**src/rtl/axi4lite_regfile_slave.sv**
```systemverilog
// axi4lite_regfile_slave
//   AXI4-Lite slave register file of NUM_REGS words, each DATA_WIDTH bits wide.
//   The AW and W beats are accepted independently, in either order, and each
//   is latched into its own holding buffer. The edge after both buffers are
//   full commits the write, applying only the byte lanes whose strobe is set.
//   Registers flagged in RO_MASK are read-only: a read returns the matching
//   hw_status slice, and a write returns SLVERR. Any access outside
//   NUM_REGS also returns SLVERR; an out-of-range read returns zero data.
// Ports
//   clk, rst_n                 clock (rising edge), asynchronous active-low reset
//   s_aw*, s_w*, s_b*          AXI4-Lite write address, write data and write response channels
//   s_ar*, s_r*                AXI4-Lite read address and read data channels
//   hw_status                  status words for read-only slots, reg i at [i*DATA_WIDTH +: DATA_WIDTH]
//   reg_q                      writable register contents, flat; read-only slots drive 0
module axi4lite_regfile_slave #(
  parameter int unsigned         ADDR_WIDTH = 6,
  parameter int unsigned         DATA_WIDTH = 32,
  parameter int unsigned         NUM_REGS   = 8,
  parameter logic [NUM_REGS-1:0] RO_MASK    = '0
) (
  input  logic                           clk,
  input  logic                           rst_n,
  input  logic [ADDR_WIDTH-1:0]          s_awaddr,
  input  logic                           s_awvalid,
  output logic                           s_awready,
  input  logic [DATA_WIDTH-1:0]          s_wdata,
  input  logic [DATA_WIDTH/8-1:0]        s_wstrb,
  input  logic                           s_wvalid,
  output logic                           s_wready,
  output logic [1:0]                     s_bresp,
  output logic                           s_bvalid,
  input  logic                           s_bready,
  input  logic [ADDR_WIDTH-1:0]          s_araddr,
  input  logic                           s_arvalid,
  output logic                           s_arready,
  output logic [DATA_WIDTH-1:0]          s_rdata,
  output logic [1:0]                     s_rresp,
  output logic                           s_rvalid,
  input  logic                           s_rready,
  input  logic [NUM_REGS*DATA_WIDTH-1:0] hw_status,
  output logic [NUM_REGS*DATA_WIDTH-1:0] reg_q
);

  localparam int unsigned STRB_WIDTH = DATA_WIDTH / 8;
  localparam int unsigned OFFS       = $clog2(STRB_WIDTH);
  localparam logic [1:0]  RESP_OKAY  = 2'b00;
  localparam logic [1:0]  RESP_SLVERR = 2'b10;

  logic [DATA_WIDTH-1:0] regs [NUM_REGS];

  // Write holding buffers
  logic                  aw_held;
  logic                  w_held;
  logic [ADDR_WIDTH-1:0] aw_addr_q;
  logic [DATA_WIDTH-1:0] w_data_q;
  logic [STRB_WIDTH-1:0] w_strb_q;

  logic                  aw_hs;
  logic                  w_hs;
  logic                  commit;
  logic [ADDR_WIDTH-1:0] aw_idx;
  logic [ADDR_WIDTH-1:0] ar_idx;
  logic                  wr_err;
  logic                  rd_err;
  logic [DATA_WIDTH-1:0] rd_val;

  assign s_awready = !aw_held && !s_bvalid;
  assign s_wready  = !w_held && !s_bvalid;
  assign s_arready = !s_rvalid;

  assign aw_hs  = s_awvalid && s_awready;
  assign w_hs   = s_wvalid && s_wready;
  assign commit = aw_held && w_held;

  // Shifting the whole address, rather than slicing it, keeps DATA_WIDTH=8
  // (no byte-offset bits) legal.
  assign aw_idx = aw_addr_q >> OFFS;
  assign ar_idx = s_araddr >> OFFS;

  // Indices that match no slot stay flagged as errors.
  always_comb begin
    wr_err = 1'b1;
    rd_err = 1'b1;
    rd_val = '0;
    for (int unsigned i = 0; i < NUM_REGS; i++) begin
      if (aw_idx == ADDR_WIDTH'(i)) begin
        wr_err = RO_MASK[i];
      end
      if (ar_idx == ADDR_WIDTH'(i)) begin
        rd_err = 1'b0;
        rd_val = RO_MASK[i] ? hw_status[i*DATA_WIDTH +: DATA_WIDTH] : regs[i];
      end
    end
  end

  // Write address/data acceptance, commit and response
  always_ff @(posedge clk or negedge rst_n) begin
    if (!rst_n) begin
      aw_held   <= 1'b0;
      w_held    <= 1'b0;
      aw_addr_q <= '0;
      w_data_q  <= '0;
      w_strb_q  <= '0;
      s_bvalid  <= 1'b0;
      s_bresp   <= RESP_OKAY;
    end else begin
      if (s_bvalid && s_bready) begin
        s_bvalid <= 1'b0;
      end
      if (commit) begin
        aw_held  <= 1'b0;
        w_held   <= 1'b0;
        s_bvalid <= 1'b1;
        s_bresp  <= wr_err ? RESP_SLVERR : RESP_OKAY;
      end else begin
        if (aw_hs) begin
          aw_held   <= 1'b1;
          aw_addr_q <= s_awaddr;
        end
        if (w_hs) begin
          w_held   <= 1'b1;
          w_data_q <= s_wdata;
          w_strb_q <= s_wstrb;
        end
      end
    end
  end

  // Register storage: only writable, in-range slots take the strobed byte lanes
  always_ff @(posedge clk or negedge rst_n) begin
    if (!rst_n) begin
      for (int unsigned i = 0; i < NUM_REGS; i++) begin
        regs[i] <= '0;
      end
    end else if (commit) begin
      for (int unsigned i = 0; i < NUM_REGS; i++) begin
        if (aw_idx == ADDR_WIDTH'(i) && !RO_MASK[i]) begin
          for (int unsigned b = 0; b < STRB_WIDTH; b++) begin
            if (w_strb_q[b]) begin
              regs[i][b*8 +: 8] <= w_data_q[b*8 +: 8];
            end
          end
        end
      end
    end
  end

  // Read channel: capture on AR handshake, hold until accepted
  always_ff @(posedge clk or negedge rst_n) begin
    if (!rst_n) begin
      s_rvalid <= 1'b0;
      s_rdata  <= '0;
      s_rresp  <= RESP_OKAY;
    end else if (s_arvalid && s_arready) begin
      s_rvalid <= 1'b1;
      s_rdata  <= rd_val;
      s_rresp  <= rd_err ? RESP_SLVERR : RESP_OKAY;
    end else if (s_rvalid && s_rready) begin
      s_rvalid <= 1'b0;
    end
  end

  always_comb begin
    reg_q = '0;
    for (int unsigned i = 0; i < NUM_REGS; i++) begin
      reg_q[i*DATA_WIDTH +: DATA_WIDTH] = RO_MASK[i] ? '0 : regs[i];
    end
  end

endmodule

```
**config.mk**
```make
export PLATFORM = sky130hd
export DESIGN_NAME = axi4lite_regfile_slave
export DESIGN_NICKNAME = d
export VERILOG_FILES = /design/src/rtl/axi4lite_regfile_slave.sv
export SDC_FILE = /design/constraint.sdc
export NUM_CORES = 1
export LEC_CHECK = 0
export BUFFER_PORTS_ARGS = -buffer_cell sky130_fd_sc_hd__buf_2
export CAP_MARGIN = 20
export CORE_AREA = 2 2 239 241
export DETAILED_ROUTE_END_ITERATION = 12
export DIE_AREA = 0 0 241 243
export GPL_TIMING_DRIVEN = 1
export PLACE_DENSITY_LB_ADDON = 0.08
export SLEW_MARGIN = 20
export SYNTH_ARGS = -nofsm -noshare
export SYNTH_HDL_FRONTEND = slang
export SYNTH_SLANG_ARGS = --single-unit
```
**constraint.sdc**
```tcl
create_clock -name clk -period 2.1 [get_ports clk]
set_input_delay 0.315 -clock clk [delete_from_list [all_inputs] [get_ports clk]]
set_output_delay 0.315 -clock clk [all_outputs]
set_load 0.03 [all_outputs]
```
==> metrics.md, run 1 <==
| Metric | Value |
|---|---|
| Row count | `slightly below 90` |
| Area fraction of the dominant cell type after synthesis | `0.556` |
| I/O pin cnt | `about 610` |
| First-pass GRT wire length | `between 80 and 90 mm` |
| Fin cells | `about 2,400` |
| CP max FO | `7` |
| Most common cell in the netlist | `dfrtp_1` |
| All-Layer GR Usage | `0.213` |
| Seq/Total Area, Yosys | `0.556` |
| Distinct cells, synth | `between 50 and 60` |
| Max_slew headroom | `0.321` |
| Fin crit period | `about 2 ns` |
| Primary FF master, synth | `dfrtp_1` |
| Global route overflow | `0` |
| Die ar. | `0.0586 mm^2` |
| Post-place setup slack | `-0.183 ns` |
| RSZ-0062 raised after global routing | `false` |
| Placed cells | `2,268` |
| Area grow syn2layout | `34.2%` |
| Crit path max-delay family | `flip-flops` |
| Die Y | `approximately 240 um` |
| EDFF count, synth | `0` |
| Antenna violation net count after detailed routing | `0` |
| Mapped Cells | `1,147` |
| Critical setup path kind | `reg2out` |
| Crit. End Element | `primary output` |
| Lkg Pwr | `10.1 nW` |
| Proportion of layout cells with a drive suffix above 1 | `0.495` |
| CTS tree | `yes` |
| DP Wirelength | `44.3 mm` |
| Worst-skew pair later-pin latency | `about 0.57 ns` |
| Tot Pwr | `between 30 and 40 mW` |
| Vias in the first global route | `between 10,000 and 15,000` |
| Max IR drop VDD | `between 900 and 1000 uV` |
| Async S/R FF share, synth | `1.00` |
| Final critical-path share of the clock period | `0.928` |
| Area of the core | `0.0560 mm^2` |
| Synth area leaders | `dfrtp_1 (56%), mux2_2 (21%), a21oi_1 (2.2%), mux4_2 (2.1%), nor2b_1 (2.0%)` |
| Worst endpoint required time | `approximately 1.8 ns` |
| First DRT Iteration DRCs | `approximately 660` |
| Antenna violations before repair | `9` |
| Worst-path clk slew | `0.06 ns` |
| Area leader, netlist | `dfrtp_1` |
| Die width | `241 um` |
| Fin nets | `between 1,500 and 2,000` |
| DR WL/cell | `between 20 and 30 um` |
| Final worst slack | `around 0.15 ns` |
| Clock root buffer master | `clkbuf_16` |
| Power per cell area | `between 1500 and 2000 mW/mm^2` |
| FMAX | `between 500 and 600 MHz` |
| Reg2reg setup slack | `~0.16 ns` |
| Port buffer count | `345` |
| Total CTS buffers | `42` |
| CP startpoint kind | `flop` |
| Starting density of the core | `0.269` |
| DRC Markers | `0` |
| Mapped cell area | `between 0.015 and 0.02 mm^2` |
| Final setup viols | `0` |
| Maximum capacitance violations | `0` |
| Post-DR vias/cell | `around 4.8` |
| Clock sinks | `334` |
| Largest net degree at the start of global routing | `58` |
| Average cell area after synthesis | `approximately 13 um^2` |
| H-tree Lvls | `2` |
| Max-slew violations | `0` |
| Top cells by count, synth | `dfrtp_1 (334), mux2_2 (282), a21oi_1 (65), nor2b_1 (48), o21ai_0 (43)` |
| Drt total wl | `around 63 mm` |
| Status | `completed` |
| Final hold violations | `0` |
| Crit-path cells | `nor2_1 -> buf_2` |
| Slew @ Worst Pin | `about 1.0 ns` |
| Ys Warns | `0` |
| CP peak stage delay | `around 0.45 ns` |
| Worst path bufs/invs | `1` |
| Worst hold path class | `in2reg` |
| CTS max path bufs | `3` |
| Final setup skew | `0.0250 ns` |
| GP Congestion | `about 0.8` |
| Final TNS setup | `0 ns` |
| Synthesized flop and latch total | `between 300 and 400` |
| Slowest cell on crit path | `dfrtp_1` |
| Via count | `11,567` |
| Pre-antenna DRT Iters | `6` |
| Layout Utilization | `0.361` |
| WP data arrival | `1.63 ns` |
final timing paths:
path                       depth (start not counted)                      to                   start
hold / removal                                     4  s_rresp[1]$_DFFE_PN0P_               s_arvalid
setup reg to reg                                   3  reg_q[152]$_DFFE_PN0P_     aw_held$_DFFE_PN0P_
setup / recovery                                   2                s_wready      w_held$_DFFE_PN0P_
min in group asynchronous                          2    reg_q[1]$_DFFE_PN0P_                   rst_n
max in group asynchronous                          3   reg_q[90]$_DFFE_PN0P_                   rst_n
hold reg to reg                                    2  s_rresp[1]$_DFFE_PN0P_  s_rresp[1]$_DFFE_PN0P_
per-layer routing:
| metal | GRT usage | routed length, um | vias up |
|---|---|---|---|
| met1 | 0.305 | 29600 | 5918 |
| met5 | 0 | 38 | - |
| li1 | - | - | 5145 |
| met2 | 0.305 | 25900 | 428 |
| met3 | 0.0769 | 6020 | 70 |
| met4 | 0.0459 | 989 | 6 |
metrics by stage:
| step | cell area [um^2] | hold WS, ns |
|---|---|---|
| floorplan | 15000 | 0.0194 |
| global placement | 18300 | 0.319 |
| detailed placement | 18300 | 0.312 |
| CTS | 20200 | 0.203 |
| global route | 20200 | 0.236 |
| finish | 20200 | 0.220 |
report_power, final:
group          leakage, nW  internal, mW  switching [mW]  total, mW
logic                 5.03          4.09            7.31       11.4
registers             4.43          8.82            2.69       11.5
clock network        0.683          4.45            2.91       7.36
worst reg2reg max path, cell delays in order (launching register included):
cell,delay [ns]
dfrtp_1,0.47
and3_1,0.46
nand2_1,0.45
mux2_2,0.42
area by class of cell:
type | instances | area, um^2
Sequential cell | 334 | 8360
Multi-Input combinational cell | 737 | 6390
Inverter | 10 | 37.5
Antenna cell | 8 | 20.0
Timing Repair Buffer | 474 | 3030
Tap cell | 756 | 946
Clock inverter | 10 | 105
Clock buffer | 64 | 1290
Fill cell | 5693 | 35800
layout by cell type, fill, tap and decap left out, drive strengths merged, types with 31 or more instances in the layout:
cell         count
nand2b          31
nor2b           48
mux2           297
a21oi           65
o21ai           45
nand2           39
clkbuf          64
buf            431
dlygate4sd3     43
dfrtp          334
repair_timing:
action / CTS / global route
endpoints found under the hold margin: 86 / 0
setup endpoints to repair: 16 / 3
gates resized for setup: 2 / 1
hold buffers: 43 / 0
buffers inserted: 0 / 0
cell families after synthesis:
group,synth area share
multiplexers,0.256
flip-flops,0.556
AND/OR/NAND/NOR,0.0788
buffers and inverters,0.0226
AO/OA/AOI/OAI,0.0861
other,0.000250
sequential cells by signal, summed over array words and instances, names as in the netlist:
signal     cells
reg_q        256
w_strb_q       4
w_data_q      32
aw_held        1
s_bresp        1
s_bvalid       1
w_held         1
aw_addr_q      4
s_rvalid       1
s_rdata       32
s_rresp        1
Note: power is estimated with default switching activity, not from simulation.
==> run 2: changes to the inputs <==
- ABC_AREA: unset -> 1
- CORE_AREA: 2 2 239 241 -> 2 2 233 235
- DIE_AREA: 0 0 241 243 -> 0 0 235 237
==> run 2 against run 1 <==
Net effect:
- first-iteration DRC count is 3.7% higher
- sequential share of layout area up 3.1 points
- largest power group unchanged
- count of clock-buffer cells in the layout up 2
- critical endpoint is now reg_q[42]$_DFFE_PN0P_
==> metrics.md, run 2 <==
| Metric | Value |
|---|---|
| Status | `completed` |
| CP max FO | `16` |
| Mapped Cells | `around 1,600` |
| Clock sinks | `334` |
| Post-place setup slack | `around 0.11 ns` |
| Critical setup path kind | `reg2reg` |
| Reg2reg start | `aw_addr_q[4]$_DFFE_PN0P_` |
| Sequential standard cell area | `between 0.008 and 0.009 mm^2` |
| Final setup skew | `0.0190 ns` |
| Sequential share of power | `0.377` |
| Max_slew headroom | `0.458` |
| Largest net degree at the start of global routing | `70` |
| Drt total wl | `between 50 and 60 mm` |
| Max IR drop VDD | `611 uV` |
| CP startpoint kind | `flop` |
| Post-DR vias/cell | `4.59` |
| WHS Endpoint | `w_data_q[28]$_DFFE_PN0P_` |
| H-tree Lvls | `2` |
| RSZ-0062 raised after global routing | `false` |
| Max FFs per register | `roughly 260` |
| Worst-path clk slew | `around 0.06 ns` |
| Internal power component | `about 15 mW` |
| Worst-skew pair later-pin latency | `0.56 ns` |
| Hold Path Stages | `3` |
| Mapped cell area | `0.0140 mm^2` |
| Area of the core | `0.0533 mm^2` |
| Reg2reg setup slack | `around 0.26 ns` |
| First-pass GRT wire length | `roughly 85 mm` |
| Synth area leaders | `dfrtp_1 (60%), nand2_1 (11%), o21ai_0 (8.8%), nand3_1 (4.6%), nor2_1 (4.4%)` |
| Crit path max-delay family | `simple AND/OR/NAND/NOR gates` |
| NetSw | `roughly 12 mW` |
| Average cell area after synthesis | `approximately 8.5 um^2` |
| Worst R2R End | `reg_q[42]$_DFFE_PN0P_` |
| Crit. End Element | `flop` |
| Final TNS setup | `0 ns` |
| Row count | `85` |
| Async S/R FF share, synth | `1.00` |
| EDFF count, synth | `0` |
| Maximum capacitance violations | `0` |
| CTS max path bufs | `3` |
| Critical path depth in cells | `6` |
| Hold Crit Start | `s_wdata[28]` |
| Slowest cell on crit path | `dfrtp_1` |
| GP Congestion | `roughly 0.80` |
| Worst endpoint required time | `2.57 ns` |
| Max-slew violations | `0` |
| Worst path bufs/invs | `2` |
| All-Layer GR Usage | `0.205` |
| Most common cell in the netlist | `nand2_1` |
| CP peak stage delay | `0.39 ns` |
| Fin crit period | `~1.8 ns` |
| Net Sw Frac | `0.434` |
| Final setup viols | `0` |
| Final Cell Area | `between 0.015 and 0.02 mm^2` |
| Fillers | `5,561` |
| Slew @ Worst Pin | `0.812 ns` |
| DR WL/cell | `roughly 21 um` |
| Power per cell area | `approximately 1400 mW/mm^2` |
| First DRT Iteration DRCs | `around 680` |
| Reg2Reg Depth | `6` |
| Distinct cells, synth | `17` |
| Worst hold path class | `in2reg` |
| Synthesized flop and latch total | `334` |
| Most frequent cells in the layout | `nand2_1 (419), buf_2 (344), dfrtp_1 (334)` |
| Top cells by count, synth | `nand2_1 (427), dfrtp_1 (334), o21ai_0 (246), nor2_1 (164), nand3_1 (130)` |
| Via count | `roughly 13,000` |
| Clock share of power | `0.263` |
| Commonest non-fill, non-tap cell in the layout | `nand2_1` |
| Final worst slack | `0.260 ns` |
| Proportion of layout cells with a drive suffix above 1 | `0.245` |
| I/O pin cnt | `just over 600` |
| Postcts setup bufs | `0` |
| Gate power share | `0.359` |
| Final critical-path share of the clock period | `0.876` |
| Ys Warns | `0` |
| DRC Markers | `0` |
| Area fraction of the dominant cell type after synthesis | `0.597` |
| Clock root buffer master | `clkbuf_16` |
| DP Area | `about 0.017 mm^2` |
| FMAX | `roughly 540 MHz` |
| Seq/Total Area, Yosys | `0.597` |
| Die Y | `~240 um` |
| Die ar. | `0.0557 mm^2` |
| Area grow syn2layout | `33.9%` |
| Global route overflow | `0` |
| Final hold violations | `0` |
| Starting density of the core | `0.263` |
| Pre-antenna DRT Iters | `4` |
| Vias in the first global route | `12,626` |
| Primary FF master, synth | `dfrtp_1` |
| Total CTS buffers | `between 40 and 50` |
| CTS tree | `yes` |
| Port buffer count | `~350` |
| Antenna violation net count after detailed routing | `0` |
| WP data arrival | `2.31 ns` |
| Die width | `about 240 um` |
| Area of the multi-input gates | `between 0.005 and 0.006 mm^2` |
| Fin nets | `around 2,400` |
| Lkg Pwr | `slightly below 10 nW` |
| DP Wirelength | `slightly above 40 mm` |
| Crit-path cells | `nor2_1 -> inv_1 -> nor3_1 -> buf_4 -> nand2_1 -> o21ai_0` |
| Antenna violations before repair | `3` |
| Area leader, netlist | `dfrtp_1` |
==> run 2: worst max-delay path by stage <==
stage | endpoint | start | slack [ns]
final | reg_q[42]$_DFFE_PN0P_ | aw_addr_q[4]$_DFFE_PN0P_ | 0.26
after global routing | reg_q[42]$_DFFE_PN0P_ | aw_addr_q[4]$_DFFE_PN0P_ | 0.03
after CTS | reg_q[114]$_DFFE_PN0P_ | aw_addr_q[4]$_DFFE_PN0P_ | 0.15
after detailed placement | s_rdata[19]$_DFFE_PN0P_ | s_araddr[5] | 0.11
after global placement | s_rdata[10]$_DFFE_PN0P_ | s_araddr[5] | 0.14
after floorplan | w_data_q[0]$_DFFE_PN0P_ | s_bvalid$_DFFE_PN0P_ | 0.21
==> run 2: cell families (layout without fill, tap and decap cells) <==
kind of cell	after synthesis	count (layout)	synth area share
simple gates	763	763	0.223
flops	334	334	0.597
buf+inv	190	635	0.0524
mux	5	5	0.00402
other cells	1	3	0.000268
compound gates	346	346	0.124
==> run 2: timing repair <==
action                     in CTS  in global routing
resized for setup               0                  6
hold buffers                   33                  0
setup endpoints to repair       0                 26
hold endpoints to repair       66                  0
==> run 2: area by class of cell <==
class,count,share of cell area
clock inverters,9,0.00280
multi-input cells,1116,0.267
well taps,696,0.0464
inverters,106,0.0212
clock buffers,66,0.0684
repair buffers,454,0.149
diodes,1,0.000133
flip-flops and latches,334,0.446
==> run 2: power groups by stage <==
stage               clock network [mW]  registers, mW  logic [mW]
floorplan                            0           13.0        2.67
global placement                     0           10.1        9.58
detailed placement                   0           10.2        9.64
CTS                               7.27           10.1        9.71
global route                      7.49           10.4        10.5
finish                            7.03           10.1        9.58
==> run 2: routing by layer <==
metal,vias to the layer above,track usage,part of all wire
li1,6209,-,-
met1,6058,0.290,0.48
met2,429,0.291,0.41
met3,62,0.0800,0.099
met4,6,0.0504,0.018
met5,-,0,0.00057
==> run 2: worst min-delay path, cell delays in order <==
cell,delay (ns)
buf_2,0.07
nor2_1,0.04
a21oi_1,0.11
==> run 2: through the flow <==
stage / std cells / utilization / power (mW) / hold slack (ns)
2_1_floorplan: 1640 / - / 15.7 / 0.0194
3_3_place_gp: 2673 / 0.320 / 19.7 / 0.262
3_5_place_dp: 2673 / 0.320 / 19.8 / 0.263
4_1_cts: 2781 / 0.352 / 27.1 / 0.00695
5_1_grt: 2781 / 0.352 / 28.3 / 0.0340
6_report: 2782 / 0.352 / 26.7 / 0.0340
